[src/rtl/if_stage.sv]
// Instruction fetch stage. Keeps at most one fetch in flight on the SRAM-like port,
// hands instructions to ID and follows branch, exception and ertn redirects.
module if_stage #(
  parameter logic [31:0] RESET_PC = 32'h1c000000
) (
  input  logic        clk,
  input  logic        rst,
  output logic        inst_sram_req,
  output logic [31:0] inst_sram_addr,
  input  logic        inst_sram_addr_ok,
  input  logic        inst_sram_data_ok,
  input  logic [31:0] inst_sram_rdata,
  input  logic        br_taken,
  input  logic [31:0] br_target,
  input  logic        wb_ex,
  input  logic [31:0] ex_entry,
  input  logic        wb_is_ertn,
  input  logic [31:0] era,
  input  logic        id_allowin,
  output logic        if_ready_go,
  output logic [31:0] if_pc,
  output logic [31:0] if_inst,
  output logic        if_ex_adef
);
  typedef enum logic [1:0] {
    S_REQ  = 2'd0,
    S_WAIT = 2'd1,
    S_HOLD = 2'd2,
    S_ERR  = 2'd3
  } state_t;

  state_t      state_reg;
  logic [31:0] pc_reg;
  logic [31:0] buf_reg;
  logic [31:0] pend_target_reg;
  logic [1:0]  pend_rank_reg;
  logic        discard_reg;

  logic [1:0]  rd_rank;
  logic [31:0] rd_target;
  logic        redirect_now;
  logic        take_new;
  logic [1:0]  sel_rank;
  logic [31:0] sel_target;
  logic [31:0] next_pc;
  logic        pc_misaligned;
  logic        inst_valid;

  // Rank encodes redirect priority: 3 exception, 2 ertn, 1 branch, 0 none.
  always_comb begin
    rd_rank   = 2'd0;
    rd_target = br_target;
    if (wb_ex) begin
      rd_rank   = 2'd3;
      rd_target = ex_entry;
    end else if (wb_is_ertn) begin
      rd_rank   = 2'd2;
      rd_target = era;
    end else if (br_taken) begin
      rd_rank   = 2'd1;
    end
  end

  assign redirect_now  = (rd_rank != 2'd0);
  assign take_new      = redirect_now && (rd_rank >= pend_rank_reg);
  assign sel_rank      = take_new ? rd_rank : pend_rank_reg;
  assign sel_target    = take_new ? rd_target : pend_target_reg;
  assign next_pc       = (sel_rank != 2'd0) ? sel_target : (pc_reg + 32'd4);
  assign pc_misaligned = (pc_reg[1:0] != 2'b00);
  assign inst_valid    = ((state_reg == S_WAIT) && inst_sram_data_ok && !discard_reg) ||
                         (state_reg == S_HOLD) || (state_reg == S_ERR);

  assign inst_sram_req  = !rst && (state_reg == S_REQ) && !pc_misaligned;
  assign inst_sram_addr = pc_reg;
  // Any redirect in the current cycle marks the presented instruction as wrong-path.
  assign if_ready_go    = !rst && inst_valid && id_allowin && !redirect_now;
  assign if_pc          = rst ? RESET_PC : pc_reg;
  assign if_ex_adef     = !rst && (state_reg == S_ERR);

  always_comb begin
    if_inst = 32'h0;
    if (!rst) begin
      if (state_reg == S_HOLD)
        if_inst = buf_reg;
      else if ((state_reg == S_WAIT) && !discard_reg)
        if_inst = inst_sram_rdata;
    end
  end

  always_ff @(posedge clk) begin
    if (rst) begin
      state_reg       <= S_REQ;
      pc_reg          <= RESET_PC;
      buf_reg         <= 32'h0;
      pend_target_reg <= 32'h0;
      pend_rank_reg   <= 2'd0;
      discard_reg     <= 1'b0;
    end else begin
      case (state_reg)
        S_REQ: begin
          if (pc_misaligned) begin
            if (redirect_now)
              pc_reg <= rd_target;
            else
              state_reg <= S_ERR;
          end else if (inst_sram_addr_ok) begin
            state_reg <= S_WAIT;
            // Request left with the old pc: its data must be dropped later.
            if (redirect_now) begin
              discard_reg     <= 1'b1;
              pend_rank_reg   <= rd_rank;
              pend_target_reg <= rd_target;
            end
          end else if (redirect_now) begin
            pc_reg <= rd_target;
          end
        end
        S_WAIT: begin
          if (inst_sram_data_ok) begin
            if (discard_reg || redirect_now || id_allowin) begin
              pc_reg        <= next_pc;
              state_reg     <= S_REQ;
              discard_reg   <= 1'b0;
              pend_rank_reg <= 2'd0;
            end else begin
              buf_reg   <= inst_sram_rdata;
              state_reg <= S_HOLD;
            end
          end else if (redirect_now) begin
            discard_reg <= 1'b1;
            if (take_new) begin
              pend_rank_reg   <= rd_rank;
              pend_target_reg <= rd_target;
            end
          end
        end
        default: begin
          if (redirect_now || id_allowin) begin
            pc_reg    <= next_pc;
            state_reg <= S_REQ;
          end
        end
      endcase
    end
  end
endmodule

[config.mk]
export PLATFORM = sky130hd
export DESIGN_NAME = if_stage
export DESIGN_NICKNAME = d
export VERILOG_FILES = /design/src/rtl/if_stage.sv
export SDC_FILE = /design/constraint.sdc
export NUM_CORES = 1
export LEC_CHECK = 0
export ABC_AREA = 1
export BUFFER_PORTS_ARGS = -buffer_cell sky130_fd_sc_hd__buf_4
export CAP_MARGIN = 20
export CORE_MARGIN = 2
export CORE_UTILIZATION = 35
export CTS_CLUSTER_DIAMETER = 120
export CTS_CLUSTER_SIZE = 8
export DETAILED_ROUTE_END_ITERATION = 6
export PLACE_DENSITY = 0.7
export SKIP_LAST_GASP = 1
export SYNTH_ARGS = -nofsm -noshare
export SYNTH_HDL_FRONTEND = slang
export SYNTH_SLANG_ARGS = --single-unit
[constraint.sdc]
create_clock -name clk -period 3.76 [get_ports clk]
set_input_delay 0.188 -clock clk [delete_from_list [all_inputs] [get_ports clk]]
set_output_delay 0.188 -clock clk [all_outputs]
set_load 0.01 [all_outputs]
Word-level counts from Yosys, hierarchy flattened --
Cells that the tools add are included. Widths: inputs -> output; s select.
Storage, ports and cells: output and inout bits 99, bits of input ports 136, register bits 101, logic and storage cells 100
Cells by class: reduce and logical (&&, ||, !) cells 31, magnitude comparators 1, multiplexer cells 45, bitwise logic cells 1, equality and inequality tests 15, $add $sub $neg 1
Operators with widths (count):
- $mux 32 | 19
- $pmux 32 s2 | 2
- $add 32x3->32 const B | 1
- $mux 2 | 15
- $ne 2x2->1 const B | 6
- $ne 3x3->1 const B | 4
- $reduce_and 4->1 | 3
- $reduce_and 6->1 | 2
- $logic_and 1x1->1 | 10
- $pmux 2 s2 | 2
- $reduce_bool 2->1 | 4
- $mux 1 | 6
- $logic_or 1x1->1 | 5
- $eq 2x2->1 const B | 2
- $logic_not 1->1 | 4
- $ne 3x2->1 const B | 1
- $reduce_and 3->1 | 1
- $reduce_bool 3->1 | 1
- $eq 2x1->1 const B | 1
- $ge 2x2->1 | 1
- $logic_not 2->1 | 1
- $ne 2x1->1 const B | 1
- $pmux 1 s2 | 1
- $not 1->1 | 1

Logic depth before layout (Yosys ltp) --
word-level depth 11, gate-level depth with buffers 16, mapped depth without buffers 14

Worst setup path before layout --
OpenSTA, ideal clock, no wires.
path kind input to register, start point input port wb_is_ertn, end point register pc_reg[10] (netlist: inst_sram_addr[10]), stages on the path 15, buffers on the path 3, data arrival time 1845 ps, setup slack 1803 ps, data required time 3648 ps, library setup time 112 ps, cell sequence buf_4 -> nor2_8 -> inv_1 -> ha_1 -> nand2_1 -> nand3_1 -> nand2_4 -> buf_4 -> buf_4 -> nand2_1 -> o21ai_0 -> nand2_1 -> nand3_1 -> nand2_1 -> nand2_1
Between the ends: cells in the longest elaborated chain, start to end 10, elaborated cells on any way between the ends 24, classes of those cells order compare: 1; eq/ne: 1; mux: 14; reduce/logical: 8
RTL lines:
- from (decl) | line 17 | input logic wb_is_ertn,
- $mux 2 | line 56 | end else if (wb_is_ertn) begin
- $mux 2 | line 53 | if (wb_ex) begin
- $ge 2x2->1 / $reduce_bool 2->1 (equally long branches) | line 65, 64
- $logic_and 1x1->1 | line 65 | assign take_new = redirect_now && (rd_rank >= pend_rank_reg);
- $mux 2
- $reduce_bool 2->1 | line 68 | assign next_pc = (sel_rank != 2'd0) ? sel_target : (pc_reg + 32'd4);
- $mux 32 | line 68
- $mux 32 | line 120 | if (discard_reg || redirect_now || id_allowin) begin
- $mux 32 | line 119 | if (inst_sram_data_ok) begin
- $pmux 32 s2 | line 99 | case (state_reg)
- to (signal assigned) | line 103 | pc_reg <= rd_target;
- to (signal assigned) | line 115 | pc_reg <= rd_target;
- to (signal assigned) | line 121 | pc_reg <= next_pc;
- to (decl) | line 33 | logic [31:0] pc_reg;
Parallel ways exist; a longest one is shown, timed or not. The select of a mux whose other input is x is not followed. A chain may end at the register's enable or synchronous reset.

Final worst setup path --
start point register state_reg[0], end point output port if_inst[1]
Between the ends: cells in the longest elaborated chain, start to end 5, elaborated cells on any way between the ends 6, classes of those cells eq/ne: 2; mux: 3; reduce/logical: 1
RTL lines:
- from (decl) | line 32 | state_t state_reg;
- from (signal assigned) | line 92 | state_reg <= S_REQ;
- from (signal assigned) | line 105 | state_reg <= S_ERR;
- from (signal assigned) | line 107 | state_reg <= S_WAIT;
- $eq 2x1->1 | line 85 | else if ((state_reg == S_WAIT) && !discard_reg)
- $logic_and 1x1->1 | line 85
- $mux 32 | line 85
- $mux 32 * | line 83 | if (state_reg == S_HOLD)
- $mux 32 * | line 82 | if (!rst) begin
- to (decl) | line 22 | output logic [31:0] if_inst,
Every way passes the cells marked *; elsewhere a longest branch is shown, timed or not.

==> impl_metrics.ini <==
[final_layout]
num-fill-cells = 2248
antenna_diode_count = 0
finalNetCount = 1641
top_library_cells_by_usage_in_the_layout_fill_and_taps_aside = nand2_1, buf_4, nor2_1
areaGrowthSynthToFinish_pct = 29.3
fraction_of_final_layout_cells_with_drive_strength_greater_than_1_pct = 19.0
final_cell_count_no_fill = 1782
final_common_cell = nand2_1

[power]
p_switching_mw = 2.82
powerDensity_nw_per_um2 = 625
peakVddDrop_uv = 419
p_leak_nw = 4.54
proportion_of_total_power_due_to_net_switching_pct = 47.5
sequentialPowerShare_pct = 27.6
power.share.combinational_pct = 53.8
clock_power_share_pct = 18.6
power.internal_mw = 3.11

[sta]
final_max_slew_viol_count = 0
clock_skew_ns = 0.0125
post-route-period-util_pct = 75.1
finalSetupViolations = 0
worst_pin_slew_ns = 1.07
postLayoutSetupSlackWorst_ns = 0.935
timing.setup.tns_ns = 0
timing.max_slew.rel_slack_pct = 28.8
rsz0062_at_grt = false
highest_clock_frequency_the_design_can_meet_ghz = 0.354
min_period_ns = 2.82
final-hold-violation-count = 0

[synth]
post_synth_inst_count = 1323
synth_seq_cells = 101
synth.lib_cells_used.distinct = 31
synth_nets = 1462
syn_area_um2 = 7350
synth_warnings = 0
synth_seq_area_share_pct = 27.5
synth_area_per_cell_um2 = 5.56

[route]
vias_per_cell = 5.14
dr_total_vias = 9158
finalWirelength_um = 27000
post-route-drc-count = 1
detail_route.first_pass.iterations = 7
detailedRoute.firstIterationViolations = 593
routed_wire_length_per_instance_um = 15.1
ant_nets = 0

[critical_path]
worst_reg_to_reg_cells = 10
reg2reg_to = pend_target_reg[12]
timing.critical_path.to_type = output port
critical_path_required_ns = 3.57
criticalPathCategory = reg2out
path_max_fanout = 32
timing.critical_path.from_type = register
setup.reg_to_reg.worst_slack_ns = 1.11
worst_r2r_startpoint = state_reg[0]
critical_path_arrival_ns = 2.64

[placement]
buffer_ports.inserted = 234
pre_cts_ws_ns = 0.718
placedCellCount = 1765
place.gp.congestion = 0.923
place_hpwl_um = 19700

[min_path]
min_delay_startpoint = inst_sram_rdata[1]
hold-path-endpoint = buf_reg[1]
hold_depth = 3
hold_path.class = in2reg

[die]
design.die.area_um2 = 22200
ioPinCount = 235
rows = 53
coreArea_um2 = 20800
floorplan.initialDensity_pct = 35.3
die_w_um = 149
die_h_um = 149

[clocking]
cts_sinks = 101
hold_buffers = 0
cts_setup_buffers = 0
cts.htree.levels = 3
path_clk_slew_ns = 0.08
cts_root_cell = clkbuf_16
ctsResizeCount = 0
cts_bufs_inserted = 9
max-clock-path-buffers = 2
source_to_sink_clock_delay_at_the_later_pin_of_the_worst_skew_pair_ns = 0.36
tritoncts = done

[outcome]
status = finished, violations left
failed_checks = design-rule violations

[grt]
number_of_antenna_violations_at_the_first_check_in_global_routing = 0
grt_overflow_total = 0
pin_count_of_the_biggest_net_entering_global_routing = 62
grt.total_usage_pct = 23.8
global_route_wire_length_before_repair_um = 42200
vias_in_the_first_global_route = 8510

[flow_run]
timing.max_cap.violations = 0
## worst max-delay path, stage by stage, from the launching register on
cell and delay (ns):
dfxtp_1 0.40, inv_1 0.09, nor2_2 0.33, nand2_1 0.13, inv_1 0.78, nand2_1 0.11, a21oi_1 0.25, buf_4 0.17
## layout make-up
| type | instances | area, um^2 | share of cell area, % |
|---|---|---|---|
| Clock buffer | 12 | 267 | 2.81 |
| Tap cell | 275 | 344 | 3.62 |
| Multi-Input combinational cell | 1054 | 4590 | 48.3 |
| Sequential cell | 101 | 2020 | 21.3 |
| Inverter | 91 | 342 | 3.60 |
| Clock inverter | 4 | 77.6 | 0.817 |
| Timing Repair Buffer | 245 | 1860 | 19.6 |
## metrics by stage
step | power, mW | utilization, % | hold WS, ns | cell area, um^2
finish | 5.93 | 45.6 | 0.0513 | 9500
global placement | 4.76 | 43.8 | 0.420 | 9130
detailed placement | 4.79 | 43.8 | 0.426 | 9130
CTS | 5.89 | 45.5 | 0.0477 | 9470
floorplan | 3.76 | - | 0.323 | 7350
global route | 6.38 | 45.6 | 0.0521 | 9500
## synthesized netlist by cell type
| master | n | area (um^2) |
|---|---|---|
| a21oi_1 | 114 | 571 |
| nand2_4 | 3 | 33.8 |
| nand4_1 | 4 | 25.0 |
| or2_2 | 2 | 12.5 |
| inv_1 | 82 | 308 |
| inv_2 | 9 | 33.8 |
| nand2_2 | 3 | 18.8 |
| o21ai_1 | 31 | 155 |
| buf_2 | 12 | 60.1 |
| buf_1 | 1 | 3.75 |
| o211ai_1 | 3 | 22.5 |
| a211oi_1 | 1 | 7.51 |
| ha_1 | 3 | 37.5 |
| nand3b_1 | 1 | 7.51 |
| clkbuf_1 | 45 | 169 |
| nor2_4 | 1 | 11.3 |
| a21oi_2 | 1 | 8.76 |
| nand2_1 | 455 | 1710 |
| a31oi_1 | 2 | 12.5 |
| buf_4 | 12 | 90.1 |
| nor2_2 | 3 | 18.8 |
| nor2_8 | 2 | 40.0 |
| nand3_1 | 87 | 435 |
| and3_1 | 1 | 6.26 |
| buf_6 | 7 | 78.8 |
| o21a_1 | 5 | 37.5 |
| nor3_1 | 4 | 20.0 |
| o21ai_0 | 91 | 455 |
| xor2_1 | 10 | 87.6 |
| dfxtp_1 | 101 | 2020 |
| nor2_1 | 227 | 852 |
## cell families (layout without fill, tap and decap cells)
kind of cell / after synthesis / in the layout / share of synthesized area, %
xor gates and xnor gates: 10 / 10 / 1.19
buffers and inverters: 168 / 352 / 10.1
and+or+nand+nor: 793 / 793 / 43.4
DFF: 101 / 101 / 27.5
adders and majority gates: 3 / 3 / 0.511
AOI/OAI and AO/OA: 248 / 248 / 17.3
## power groups by stage
stage | Clock [mW] | Sequential (mW) | Combinational, mW
5_1_grt | 1.16 | 1.67 | 3.55
2_1_floorplan | 0 | 1.62 | 2.14
3_3_place_gp | 0 | 1.65 | 3.11
3_5_place_dp | 0 | 1.65 | 3.14
6_report | 1.10 | 1.64 | 3.19
4_1_cts | 1.11 | 1.63 | 3.15
## routing by layer
metal	share of wire, %	vias up	global-route usage, %	wire, um
met5	0	-	0	0
met4	4.5	0	11.2	1210
met3	7.6	75	5.14	2050
met2	49	386	42.1	13300
met1	39	4130	27.3	10400
li1	-	4567	-	-
## how the worst max path moves through the flow
stage / slack [ns] / to / depth (start not counted) / start
floorplan: 1.80 / inst_sram_addr[10] / 15 / wb_is_ertn
CTS: 0.93 / if_inst[26] / 7 / state_reg[0]
finish: 0.94 / if_inst[1] / 7 / state_reg[0]
global placement: 0.75 / inst_sram_addr[26] / 14 / wb_is_ertn
detailed placement: 0.72 / inst_sram_addr[11] / 14 / wb_is_ertn
global route: 0.70 / inst_sram_addr[11] / 14 / wb_is_ertn
(Power assumes the default switching activity.)
